<file path="src/rtl/systolic_pkg.sv">
// Shared types and defaults for the systolic array and its tile schedulers.
package systolic_pkg;

  localparam int DEF_ROWS   = 4;
  localparam int DEF_COLS   = 4;
  localparam int DEF_DATA_W = 8;
  localparam int DEF_K_W    = 8;

  typedef enum logic [1:0] {
    IDLE,
    FEED,
    DRAIN,
    DONE
  } sched_state_t;

endpackage

</file>
<file path="src/rtl/skew_lane_ctr.sv">
// One edge lane: beat counter plus skew-gated valid.
// Lane 0 gets k_len as its predecessor so only the k_len bound applies.
module skew_lane_ctr
  import systolic_pkg::*;
#(
  parameter int KW = DEF_K_W
) (
  input  logic          clk,
  input  logic          rst,
  input  logic          clr,
  input  logic          feed_en,
  input  logic          ready,
  input  logic [KW-1:0] pred_cnt,
  input  logic [KW-1:0] k_len,
  output logic          valid,
  output logic [KW-1:0] cnt
);

  logic [KW-1:0] r_cnt;
  logic          w_valid;

  assign w_valid = feed_en
                && (r_cnt < k_len)
                && (r_cnt < pred_cnt);

  always_ff @(posedge clk) begin
    if (rst || clr) begin
      r_cnt <= '0;
    end else if (w_valid && ready) begin
      r_cnt <= r_cnt + KW'(1);
    end
  end

  assign valid = w_valid;
  assign cnt   = r_cnt;

endmodule

</file>
<file path="src/rtl/systolic_tile_sched.sv">
// Tile sequencer: skewed operand feed into the array edges,
// then counts corner results and pulses done.
module systolic_tile_sched
  import systolic_pkg::*;
#(
  parameter int ROWS   = DEF_ROWS,
  parameter int COLS   = DEF_COLS,
  parameter int DATA_W = DEF_DATA_W,
  parameter int K_W    = DEF_K_W
) (
  input  logic                   clk,
  input  logic                   rst,
  input  logic                   start,
  input  logic                   abort,
  input  logic [K_W-1:0]         k_len,
  output logic                   busy,
  output logic                   done,
  output logic [ROWS*K_W-1:0]    a_rd_addr,
  input  logic [ROWS*DATA_W-1:0] a_rd_data,
  output logic [COLS*K_W-1:0]    b_rd_addr,
  input  logic [COLS*DATA_W-1:0] b_rd_data,
  output logic [ROWS*DATA_W-1:0] a_edge,
  output logic [ROWS-1:0]        a_edge_valid,
  input  logic [ROWS-1:0]        a_edge_ready,
  output logic [COLS*DATA_W-1:0] b_edge,
  output logic [COLS-1:0]        b_edge_valid,
  input  logic [COLS-1:0]        b_edge_ready,
  input  logic                   corner_fire
);

  localparam logic [K_W-1:0] ONE = K_W'(1);

  sched_state_t   r_state;
  logic [K_W-1:0] r_klen;
  logic [K_W-1:0] r_nc;
  logic           r_busy;
  logic           r_done;

  logic           w_clr;
  logic           w_feed;
  logic           w_all_done;
  logic           w_fire_ok;
  logic           w_nc_last;
  logic [K_W-1:0] w_ia     [ROWS];
  logic [K_W-1:0] w_ib     [COLS];
  logic [K_W-1:0] w_a_pred [ROWS];
  logic [K_W-1:0] w_b_pred [COLS];
  logic [ROWS-1:0] w_a_done;
  logic [COLS-1:0] w_b_done;

  assign w_clr  = (r_state == IDLE) && start;
  assign w_feed = (r_state == FEED);

  assign w_a_pred[0] = r_klen;
  assign w_b_pred[0] = r_klen;

  for (genvar i = 0; i < ROWS; i++) begin : g_a
    if (i > 0) begin : g_pred
      assign w_a_pred[i] = w_ia[i-1];
    end
    skew_lane_ctr #(.KW(K_W)) u_lane (
      .clk      (clk),
      .rst      (rst),
      .clr      (w_clr),
      .feed_en  (w_feed),
      .ready    (a_edge_ready[i]),
      .pred_cnt (w_a_pred[i]),
      .k_len    (r_klen),
      .valid    (a_edge_valid[i]),
      .cnt      (w_ia[i])
    );
    assign a_rd_addr[i*K_W +: K_W] = w_ia[i];
    assign w_a_done[i] = (w_ia[i] == r_klen);
  end

  for (genvar j = 0; j < COLS; j++) begin : g_b
    if (j > 0) begin : g_pred
      assign w_b_pred[j] = w_ib[j-1];
    end
    skew_lane_ctr #(.KW(K_W)) u_lane (
      .clk      (clk),
      .rst      (rst),
      .clr      (w_clr),
      .feed_en  (w_feed),
      .ready    (b_edge_ready[j]),
      .pred_cnt (w_b_pred[j]),
      .k_len    (r_klen),
      .valid    (b_edge_valid[j]),
      .cnt      (w_ib[j])
    );
    assign b_rd_addr[j*K_W +: K_W] = w_ib[j];
    assign w_b_done[j] = (w_ib[j] == r_klen);
  end

  assign a_edge = a_rd_data;
  assign b_edge = b_rd_data;

  assign w_all_done = (&w_a_done) && (&w_b_done);
  assign w_fire_ok  = corner_fire && (r_nc < r_klen);
  // A fire landing on the final count finishes the tile this cycle.
  assign w_nc_last  = (r_nc == r_klen)
                   || (w_fire_ok && ((r_nc + ONE) == r_klen));

  always_ff @(posedge clk) begin
    if (rst) begin
      r_state <= IDLE;
      r_klen  <= '0;
      r_nc    <= '0;
      r_busy  <= 1'b0;
      r_done  <= 1'b0;
    end else begin
      r_done <= 1'b0;
      unique case (r_state)
        IDLE: begin
          if (start) begin
            r_klen <= k_len;
            r_nc   <= '0;
            if (k_len != '0) begin
              r_state <= FEED;
              r_busy  <= 1'b1;
            end else begin
              r_state <= DONE;
              r_done  <= 1'b1;
            end
          end
        end
        FEED: begin
          if (w_fire_ok) r_nc <= r_nc + ONE;
          if (abort) begin
            r_state <= IDLE;
            r_busy  <= 1'b0;
          end else if (w_all_done) begin
            r_state <= DRAIN;
          end
        end
        DRAIN: begin
          if (w_fire_ok) r_nc <= r_nc + ONE;
          if (abort) begin
            r_state <= IDLE;
            r_busy  <= 1'b0;
          end else if (w_nc_last) begin
            r_state <= DONE;
            r_busy  <= 1'b0;
            r_done  <= 1'b1;
          end
        end
        DONE: begin
          r_state <= IDLE;
        end
        default: begin
          r_state <= IDLE;
          r_busy  <= 1'b0;
        end
      endcase
    end
  end

  assign busy = r_busy;
  assign done = r_done;

endmodule

</file>
<file path="config.mk">
export PLATFORM = sky130hd
export DESIGN_NAME = systolic_tile_sched
export DESIGN_NICKNAME = d
export VERILOG_FILES = /design/src/rtl/systolic_pkg.sv /design/src/rtl/skew_lane_ctr.sv /design/src/rtl/systolic_tile_sched.sv
export SDC_FILE = /design/constraint.sdc
export NUM_CORES = 1
export LEC_CHECK = 0
export CORE_ASPECT_RATIO = 1.4
export CORE_UTILIZATION = 35
export DETAILED_ROUTE_END_ITERATION = 10
export GPL_TIMING_DRIVEN = 1
export PLACE_DENSITY = 0.73
export SYNTH_ARGS = -nofsm -noshare
export SYNTH_HDL_FRONTEND = slang
export SYNTH_SLANG_ARGS = --single-unit
</file>
<file path="constraint.sdc">
create_clock -name clk -period 2.3 [get_ports clk]
set_clock_uncertainty 0.05 [all_clocks]
set_input_delay 0.46 -clock clk [delete_from_list [all_inputs] [get_ports clk]]
set_output_delay 0.46 -clock clk [all_outputs]
set_load 0.01 [all_outputs]
</file>
=== Word level (Yosys, flattened, before mapping) ===
Cells that the tools add are included.

* Add/subtract/negate cells: 9
* Order comparisons: 15
* Equality and inequality tests: 19
* Multiplexer cells: 21
* Reductions and logical operators: 41

{| class="wikitable"
|+ Operators with widths
! operator !! number
|-
| < comparator 8 bit || 15
|-
| == test 8 bit || 10
|-
| adder 8 x 1 -> 8 bit, second input constant || 9
|-
| logical AND 1 bit || 28
|-
| two-way mux 8 bit || 2
|-
| case mux 8 bit (2 select lines) || 1
|-
| two-way mux 2 bit || 6
|-
| two-way mux 1 bit || 9
|-
| case mux 2 bit (4 select lines) || 1
|-
| AND reduction 4 bit || 2
|-
| nonzero test 8 bit || 1
|-
| inequality test 3 bit, second input constant || 2
|-
| AND reduction 3 bit || 2
|-
| AND reduction 5 bit || 1
|-
| == test 2 bit, second input constant || 2
|-
| inequality test 2 x 1 -> 1 bit, second input constant || 2
|-
| inequality test 2 bit, second input constant || 2
|-
| case mux 1 bit (3 select lines) || 1
|-
| nonzero test 3 bit || 1
|-
| == test 2 x 1 -> 1 bit, second input constant || 1
|-
| logical NOT 2 bit || 1
|-
| logical OR 1 bit || 2
|-
| case mux 1 bit (2 select lines) || 1
|-
| AND reduction 2 bit || 1
|-
| 2 further kinds || 2
|}

* Flip-flop bits (word level): 84
* Input bits: 85
* Word-level logic and storage cells: 118

=== Logic depth before layout (Yosys ltp) ===
Gate-level depths: netlist (run 1).

* Word-level depth: 7
* Gate-level depth with buffers: 10

=== By module ===
Synthesis (run 1) repeated with hierarchy kept, for this count alone.

* Cell total of the unflattened synthesis: 1110
* Area, all modules: 8554.5 um^2

{| class="wikitable"
|+ By module, submodules not included
! module !! instances !! cells an instance !! area each (um^2)
|-
| skew_lane_ctr || 8 || 98 || 774.5
|-
| systolic_tile_sched || 1 || 326 || 2358.5
|}

=== Worst setup path before layout (run 1) ===
OpenSTA, ideal clock, no wires.

* Kind: flip-flop to flip-flop
* Start point: reg r_klen[5]
* End point: reg g_a[1].u_lane.r_cnt[5]
* Arrival: 2.323 ns
* Required time: 2.132 ns
* Path slack: -0.191 ns
* Stages on the path, launching flop included: 10
* Path buffers: 0
* Period minus slack after synthesis: 2.491 ns
* Cell sequence: dfxtp_1 -> inv_1 -> ha_1 -> a21o_1 -> a21o_1 -> a21oi_1 -> nand2_1 -> a311o_2 -> or4_4 -> mux2i_1

* Longest elaborated chain between the ends: 4

{| class="wikitable"
|+ RTL lines
! what !! line !! RTL
|-
| start: declaration || systolic_tile_sched.sv:34 || <nowiki>logic [K_W-1:0] r_klen;</nowiki>
|-
| start signal: assignment || systolic_tile_sched.sv:116 || <nowiki>r_klen <= k_len;</nowiki>
|-
| < comparator 8 bit || skew_lane_ctr.sv:23 || <nowiki>&& (r_cnt < k_len)</nowiki>
|-
| logical AND 1 bit || skew_lane_ctr.sv:23 ||
|-
| logical AND 1 bit || skew_lane_ctr.sv:24 || <nowiki>&& (r_cnt < pred_cnt);</nowiki>
|-
| logical AND 1 bit || skew_lane_ctr.sv:29 || <nowiki>end else if (w_valid && ready) begin</nowiki>
|-
| end signal: assignment || skew_lane_ctr.sv:30 || <nowiki>r_cnt <= r_cnt + KW'(1);</nowiki>
|-
| end: declaration || skew_lane_ctr.sv:19 || <nowiki>logic [KW-1:0] r_cnt;</nowiki>
|}

Every way passes these cells.
A chain may end at the register's enable or synchronous reset.

=== Final worst setup path (run 1) ===
* Start point: reg r_klen[1]
* End point: out a_edge_valid[2]

* Longest elaborated chain between the ends: 3

{| class="wikitable"
|+ RTL lines
! what !! line !! RTL
|-
| < comparator 8 bit || skew_lane_ctr.sv:23 ||
|-
| logical AND 1 bit || skew_lane_ctr.sv:23 ||
|-
| logical AND 1 bit || skew_lane_ctr.sv:24 ||
|-
| end: declaration || systolic_tile_sched.sv:23 || <nowiki>output logic [ROWS-1:0] a_edge_valid,</nowiki>
|}

Every way passes these cells.

==> impl_metrics.toml, run 1 <==
[status]
status = "finished, violations left"
failed_checks = "setup timing"

[sta]
finalWorstSetupSlack_ps = -365
hold_ws_ps = 445
finalCritPeriodShare = 1.16
finalMaxSlewViolations = 0
worstMarginPinSlew_ps = 486
max_freq_ghz = 0.375
final-hold-violation-count = 0
setup_viol = 56
slew_headroom = 0.672
rsz0062_at_grt = "yes"
fin_crit_ps = 2660

[critical_path]
rr_endpoint = "g_b[0].u_lane.cnt[5]$_SDFFE_PP0P_"
cp_common_cell = "o21a_1"
path_cells = "inv_8 -> ha_1 -> nor2b_1 -> o21a_1 -> o21a_1 -> o21bai_2 -> o211a_1 -> buf_2"
path_buf_inv = 2
slowest_stage = "dfxtp_4"
worstPathRequired_ps = 1790
cp-endpoint = "a_edge_valid[2]"
crit_family = "compound AO/OA/AOI/OAI gates"
rrSetupSlack_ps = -270
slowest_delay_ps = 380
crit_start = "r_klen[1]$_SDFFE_PP0P_"
reg2reg_depth = 10
worstPathArrival_ps = 2150
crit_type = "register to primary output"
end_kind = "primary output"
r2r_start = "r_klen[6]$_SDFFE_PP0P_"
cp.depth = 8
startpoint_type = "register"
path_max_fanout = 9

[power]
switching_power_mw = 2.42
sequentialPowerShare = 0.241
power.density_nw_per_um2 = 581
p_int_mw = 4.12
ir_drop_v = 0.000413
clkPwrFrac = 0.244
totalPowerFinal_mw = 6.54
p_leak_nw = 4.63
switching_share = 0.370
comb_power_share = 0.515

[synth]
synth_cells = 895
synth.avg_cell_area_um2 = 8.22
synth_top_flop_cell = "dfxtp_1"
syn_area_um2 = 7350
yosys_warnings = 0
ys_types = 59
synth_edf_count = 0
ys_async_sr_fraction = 0
ys_seq_area_frac = 0.229
synth_nets = 1107
synth-seq-cells = 84

[min_path]
hold_path_class = "register to register"

[global_route]
track_usage = 0.225
grt-ovfl-total = 0
grt_pass1_wl_um = 39100
grt_max_degree = 20
antenna_found_initial = 0
grt_pass1_vias = 7957

[final_layout]
drive_gt1_frac = 0.387
area_delta_synth_final_pct = 53.1
utilization = 0.548
fin_nets = 1364
fillCellCount = 1688
final_area_um2 = 11300
final_cells = 1412
antenna_cells = 0

[clocking]
htreeDepth = 3
cts_root_buf = "clkbuf_16"
worst_skew_pair.late_latency_ps = 360
cts_made_buffers = 9
cts_tree = "done"
clock-sinks = 84
cts_buffer_depth = 2
clk_pin_slew_ps = 70
cts-hold-fix-buffers = 0

[die]
die_x_um = 125
dieHeight_um = 174
ios = 223
core_um2 = 20600
die_area_um2 = 21600
initial_core_util = 0.358
placement_rows = 62

[route]
ant_nets = 0
wl_per_cell_um = 18.3
vias = 7908
first_pass_iters = 5
drt-total-wl_um = 25800
via_per_inst = 5.60
route.detailed.drc = 0
drt_iter0_drc = 427

[place]
dp_cells = 1366
gp_congestion = 0.880
io_buffers = 94
hpwl_um = 17800
placedInstanceArea_um2 = 9720

[job]
maxCapViolCount = 0
[how the worst min path moves through the flow]
stage	from	end	cells past startpoint
floorplan	r_klen[2]$_SDFFE_PP0P_	r_klen[2]$_SDFFE_PP0P_	2
global placement	g_a[0].u_lane.cnt[7]$_SDFFE_PP0P_	g_a[0].u_lane.cnt[7]$_SDFFE_PP0P_	2
detailed placement	g_a[0].u_lane.cnt[7]$_SDFFE_PP0P_	g_a[0].u_lane.cnt[7]$_SDFFE_PP0P_	2
CTS	g_a[0].u_lane.cnt[7]$_SDFFE_PP0P_	g_a[0].u_lane.cnt[7]$_SDFFE_PP0P_	2
global route	g_a[2].u_lane.cnt[6]$_SDFFE_PP0P_	g_a[2].u_lane.cnt[6]$_SDFFE_PP0P_	2
finish	g_a[2].u_lane.cnt[6]$_SDFFE_PP0P_	g_a[2].u_lane.cnt[6]$_SDFFE_PP0P_	2
[cell families (layout without fill, tap and decap cells)]
logic type                 Yosys count  in the layout  synth area share
AOI/OAI and AO/OA                  222            223             0.198
muxes                               11             11            0.0151
adders and majority gates          127            127             0.216
and+or+nand+nor                    267            267             0.196
DFF                                 84             84             0.229
xor gates and xnor gates            20             20            0.0238
buffers and inverters              164            424             0.122
[cell type report]
cell class | count | area [um2] | area share
inverters | 74 | 303 | 0.0269
clock inverters | 3 | 43.8 | 0.00389
clock buffers | 12 | 268 | 0.0238
repair buffers | 334 | 2900 | 0.258
flip-flops and latches | 84 | 1730 | 0.154
repair inverters | 1 | 11.3 | 0.00100
multi-input cells | 648 | 5680 | 0.505
well taps | 256 | 320 | 0.0285
[power by group through the flow]
stage | clock [mW] | combinational (mW) | sequential, mW
6_report | 1.59 | 3.37 | 1.58
5_1_grt | 1.66 | 3.57 | 1.58
4_1_cts | 1.60 | 3.05 | 1.57
3_5_place_dp | 0 | 2.49 | 1.59
3_3_place_gp | 0 | 2.44 | 1.58
2_1_floorplan | 0 | 1.36 | 1.61
[registers in the layout, summed over array words and instances (netlist names)]
register,cells
g_b.u_lane.cnt,32
done,1
r_nc,8
r_state,2
g_a.u_lane.cnt,32
r_klen,8
busy,1
[cells in the final DEF (no fill, tap or decap), drive strengths merged, types with 12 or more instances in the layout]
cell	Yosys	layout
or4	17	17
a21o	29	29
o21ai	33	33
nor2	40	40
o21a	21	21
nand3	31	31
inv	74	75
o31ai	12	12
dfxtp	84	84
or3	16	16
nand4	32	32
nand2	59	59
nor2b	16	16
ha	127	127
buf	81	248
a21oi	78	78
clkbuf	9	12
xnor2	16	16
clkdlybuf4s50	0	86
[routing by layer]
layer / track usage / vias to the layer above / wire length [um] / part of all wire
li1: - / 3726 / - / -
met1: 0.234 / 3782 / 9800 / 0.38
met2: 0.405 / 280 / 13100 / 0.51
met3: 0.0429 / 120 / 1270 / 0.049
met4: 0.152 / 0 / 1670 / 0.065
met5: 0 / - / 0 / 0
[worst register-to-register path, stage by stage, from the launching register on]
cell	delay, ps
dfxtp_4	380
inv_8	50
buf_12	140
ha_1	280
nor2b_1	150
o21ai_1	150
and3b_1	220
buf_4	150
nand4_1	220
or4_1	560
a21oi_2	160
[timing repair]
action,in CTS,in global routing
setup endpoints to repair,68,74
buffers inserted,26,15
resized for setup,165,90
endpoints found under the hold margin,0,0
pin swaps,69,54
cloned,3,0
[stage by stage]
step / worst slack, ps / TNS [ps]
after floorplan: -67.4 / -104
after global placement: -384 / -8450
after detailed placement: -393 / -11070
after CTS: -273 / -5670
after global routing: -399 / -13010
final: -365 / -7880
[cells in the mapped netlist (3+ instances only)]
cell	n	area share
xnor2_1	16	0.019
o211ai_1	6	0.0061
o21bai_1	4	0.0041
nand3_1	31	0.021
o21ai_1	3	0.0020
buf_2	3	0.0020
o21ai_0	29	0.020
o21a_1	21	0.021
dfxtp_1	84	0.23
nor2b_1	16	0.014
mux2i_1	10	0.014
nor2_1	40	0.020
o2111ai_1	3	0.0036
o31a_1	3	0.0036
buf_1	3	0.0015
xor2_1	4	0.0048
o31ai_1	12	0.012
clkbuf_1	9	0.0046
a31o_2	4	0.0048
nor3_1	10	0.0068
a31oi_1	3	0.0026
nand4_1	32	0.027
a21o_1	29	0.030
o211a_1	4	0.0054
nor4_1	8	0.0068
buf_4	75	0.077
and2_1	7	0.0060
or4_1	16	0.016
a21oi_1	75	0.051
and4_1	9	0.011
nand2b_1	9	0.0077
nand2_1	59	0.030
inv_1	74	0.038
ha_1	127	0.22
a211oi_1	7	0.0071
and3_1	4	0.0034
or3_1	15	0.013
a21oi_2	3	0.0036
Note: power is estimated with default switching activity, not from simulation.
==> run 2: changes to the inputs <==
--- a/config.mk
+++ b/config.mk
@@ -6,6 +6,7 @@
 export NUM_CORES = 1
 export LEC_CHECK = 0
 export CORE_ASPECT_RATIO = 1.4
+export CORE_MARGIN = 8
 export CORE_UTILIZATION = 35
 export DETAILED_ROUTE_END_ITERATION = 10
 export GPL_TIMING_DRIVEN = 1
==> run 2 against run 1 <==
  * Largest power group unchanged
  * Combinational power down 1%
  * Non-clock buffer count is 2 lower
  * The flow still finishes with violations (setup timing)
  * Sequential share of layout area down 0.088 points
  * Sequential cell count stayed put
  * Global-route usage decreased by 3.8 points
  * Largest cell class unchanged
  * Critical path depth rose by 1
==> impl_metrics.toml, run 2 (synthesis gave the netlist of run 1 again) <==
[clocking]
worst_skew_pair.late_latency_ps = 360
clock-sinks = 84
cts_root_buf = "clkbuf_16"
htreeDepth = 3
cts_buffer_depth = 2
cts_tree = "done"
clk_pin_slew_ps = 70
cts_made_buffers = 9
cts-hold-fix-buffers = 0

[critical_path]
crit_type = "register to primary output"
r2r_start = "r_klen[1]$_SDFFE_PP0P_"
path_max_fanout = 6
reg2reg_depth = 12
path_cells = "inv_4 -> buf_12 -> ha_4 -> nor2b_1 -> o21a_1 -> o21a_1 -> o21bai_2 -> o211a_1 -> buf_2"
worstPathArrival_ps = 2090
slowest_delay_ps = 350
end_kind = "primary output"
worstPathRequired_ps = 1790
crit_family = "compound AO/OA/AOI/OAI gates"
slowest_stage = "dfxtp_2"
crit_start = "r_klen[1]$_SDFFE_PP0P_"
cp_common_cell = "o21a_1"
path_buf_inv = 3
cp.depth = 9
rr_endpoint = "g_b[0].u_lane.cnt[5]$_SDFFE_PP0P_"
cp-endpoint = "a_edge_valid[2]"
startpoint_type = "register"
rrSetupSlack_ps = -280

[route]
first_pass_iters = 5
drt-total-wl_um = 26200
vias = 7830
via_per_inst = 5.56
drt_iter0_drc = 399
route.detailed.drc = 0
ant_nets = 0
wl_per_cell_um = 18.6

[global_route]
antenna_found_initial = 0
grt-ovfl-total = 0
track_usage = 0.187
grt_pass1_wl_um = 40000
grt_pass1_vias = 8111
grt_max_degree = 20

[sta]
max_freq_ghz = 0.385
finalMaxSlewViolations = 0
setup_viol = 57
worstMarginPinSlew_ps = 460
finalCritPeriodShare = 1.13
finalWorstSetupSlack_ps = -295
slew_headroom = 0.690
fin_crit_ps = 2600
rsz0062_at_grt = "yes"
final-hold-violation-count = 0

[die]
die_area_um2 = 26000
dieHeight_um = 188
initial_core_util = 0.358
placement_rows = 62
core_um2 = 20600
die_x_um = 139
ios = 223

[final_layout]
fin_nets = 1361
utilization = 0.551
fillCellCount = 1735
final_cell_mix = "195 x buf_4, 94 x ha_1, 86 x clkdlybuf4s50_1"
mostFrequentLayoutCell = "buf_4"
antenna_cells = 0
drive_gt1_frac = 0.389
area_delta_synth_final_pct = 54.0

[power]
sequentialPowerShare = 0.242
ir_drop_v = 0.000393
switching_share = 0.367
switching_power_mw = 2.38
p_leak_nw = 4.64
clkPwrFrac = 0.246
totalPowerFinal_mw = 6.50
p_int_mw = 4.12
power.density_nw_per_um2 = 574
comb_power_share = 0.513

[job]
maxCapViolCount = 0

[status]
failed_checks = "setup timing"
status = "finished, violations left"

[min_path]
hold_path_class = "register to register"

[place]
io_buffers = 94
hpwl_um = 18700
gp_congestion = 0.908
-- run 2: power groups by stage --
stage                     combinational [mW]  sequential (mW)  clock [mW]
after global routing                    3.58             1.58        1.68
final                                   3.33             1.57        1.60
after CTS                               2.86             1.57        1.61
after global placement                  2.41             1.59           0
after floorplan                         1.36             1.61           0
after detailed placement                2.46             1.59           0
-- run 2: how the worst min path moves through the flow --
stage | end | slack (ps) | startpoint | depth (start not counted)
3_5_place_dp | g_a[0].u_lane.cnt[7]$_SDFFE_PP0P_ | 460 | g_a[0].u_lane.cnt[7]$_SDFFE_PP0P_ | 2
5_1_grt | g_a[0].u_lane.cnt[7]$_SDFFE_PP0P_ | 520 | g_a[0].u_lane.cnt[7]$_SDFFE_PP0P_ | 2
4_1_cts | g_a[0].u_lane.cnt[7]$_SDFFE_PP0P_ | 470 | g_a[0].u_lane.cnt[7]$_SDFFE_PP0P_ | 2
6_report | g_a[0].u_lane.cnt[7]$_SDFFE_PP0P_ | 490 | g_a[0].u_lane.cnt[7]$_SDFFE_PP0P_ | 2
3_3_place_gp | g_a[0].u_lane.cnt[7]$_SDFFE_PP0P_ | 450 | g_a[0].u_lane.cnt[7]$_SDFFE_PP0P_ | 2
2_1_floorplan | r_klen[2]$_SDFFE_PP0P_ | 410 | r_klen[2]$_SDFFE_PP0P_ | 2
-- run 2: layout make-up --
cell class | count | area, um2 | share of cell area
Sequential cell | 84 | 1730 | 0.153
Clock inverter | 5 | 78.8 | 0.00696
Multi-Input combinational cell | 647 | 5760 | 0.509
Tap cell | 256 | 320 | 0.0283
Timing Repair inverter | 1 | 11.3 | 0.000994
Clock buffer | 9 | 225 | 0.0199
Timing Repair Buffer | 332 | 2900 | 0.256
Inverter | 74 | 293 | 0.0259
-- run 2: per-layer routing --
| layer | vias to the layer above | GRT usage | part of all wire |
|---|---|---|---|
| met3 | 125 | 0.0351 | 0.051 |
| met1 | 3759 | 0.186 | 0.38 |
| met2 | 243 | 0.341 | 0.51 |
| met4 | 0 | 0.136 | 0.060 |
| met5 | - | 0 | 0 |
| li1 | 3703 | - | - |
-- run 2: per-stage QoR --
stage | area, um2 | std cells | setup TNS, ps | setup WS (ps) | hold slack (ps)
3_3_place_gp | 9670 | 1361 | -10610 | -448 | 450
3_5_place_dp | 9670 | 1361 | -12470 | -460 | 457
2_1_floorplan | 7420 | 895 | -104 | -67.4 | 411
5_1_grt | 11300 | 1408 | -13360 | -405 | 521
4_1_cts | 10700 | 1392 | -5910 | -335 | 468
6_report | 11300 | 1408 | -7630 | -295 | 488
-- run 2: worst reg2reg max path, cell delays in order (launching register included) --
cell and delay, ps:
dfxtp_2 350, inv_4 50, buf_12 140, buf_6 110, ha_4 210, nor2b_1 120, o21a_1 160, o21a_1 170
o21ai_2 130, buf_4 130, nand4_1 170, or4_1 590, a21oi_2 130
-- run 2: what timing repair did --
item,4_1_cts,5_1_grt
endpoints found under the setup margin,69,75
pin swaps,80,71
gates cloned,3,0
setup buffers,18,20
resized for setup,154,109
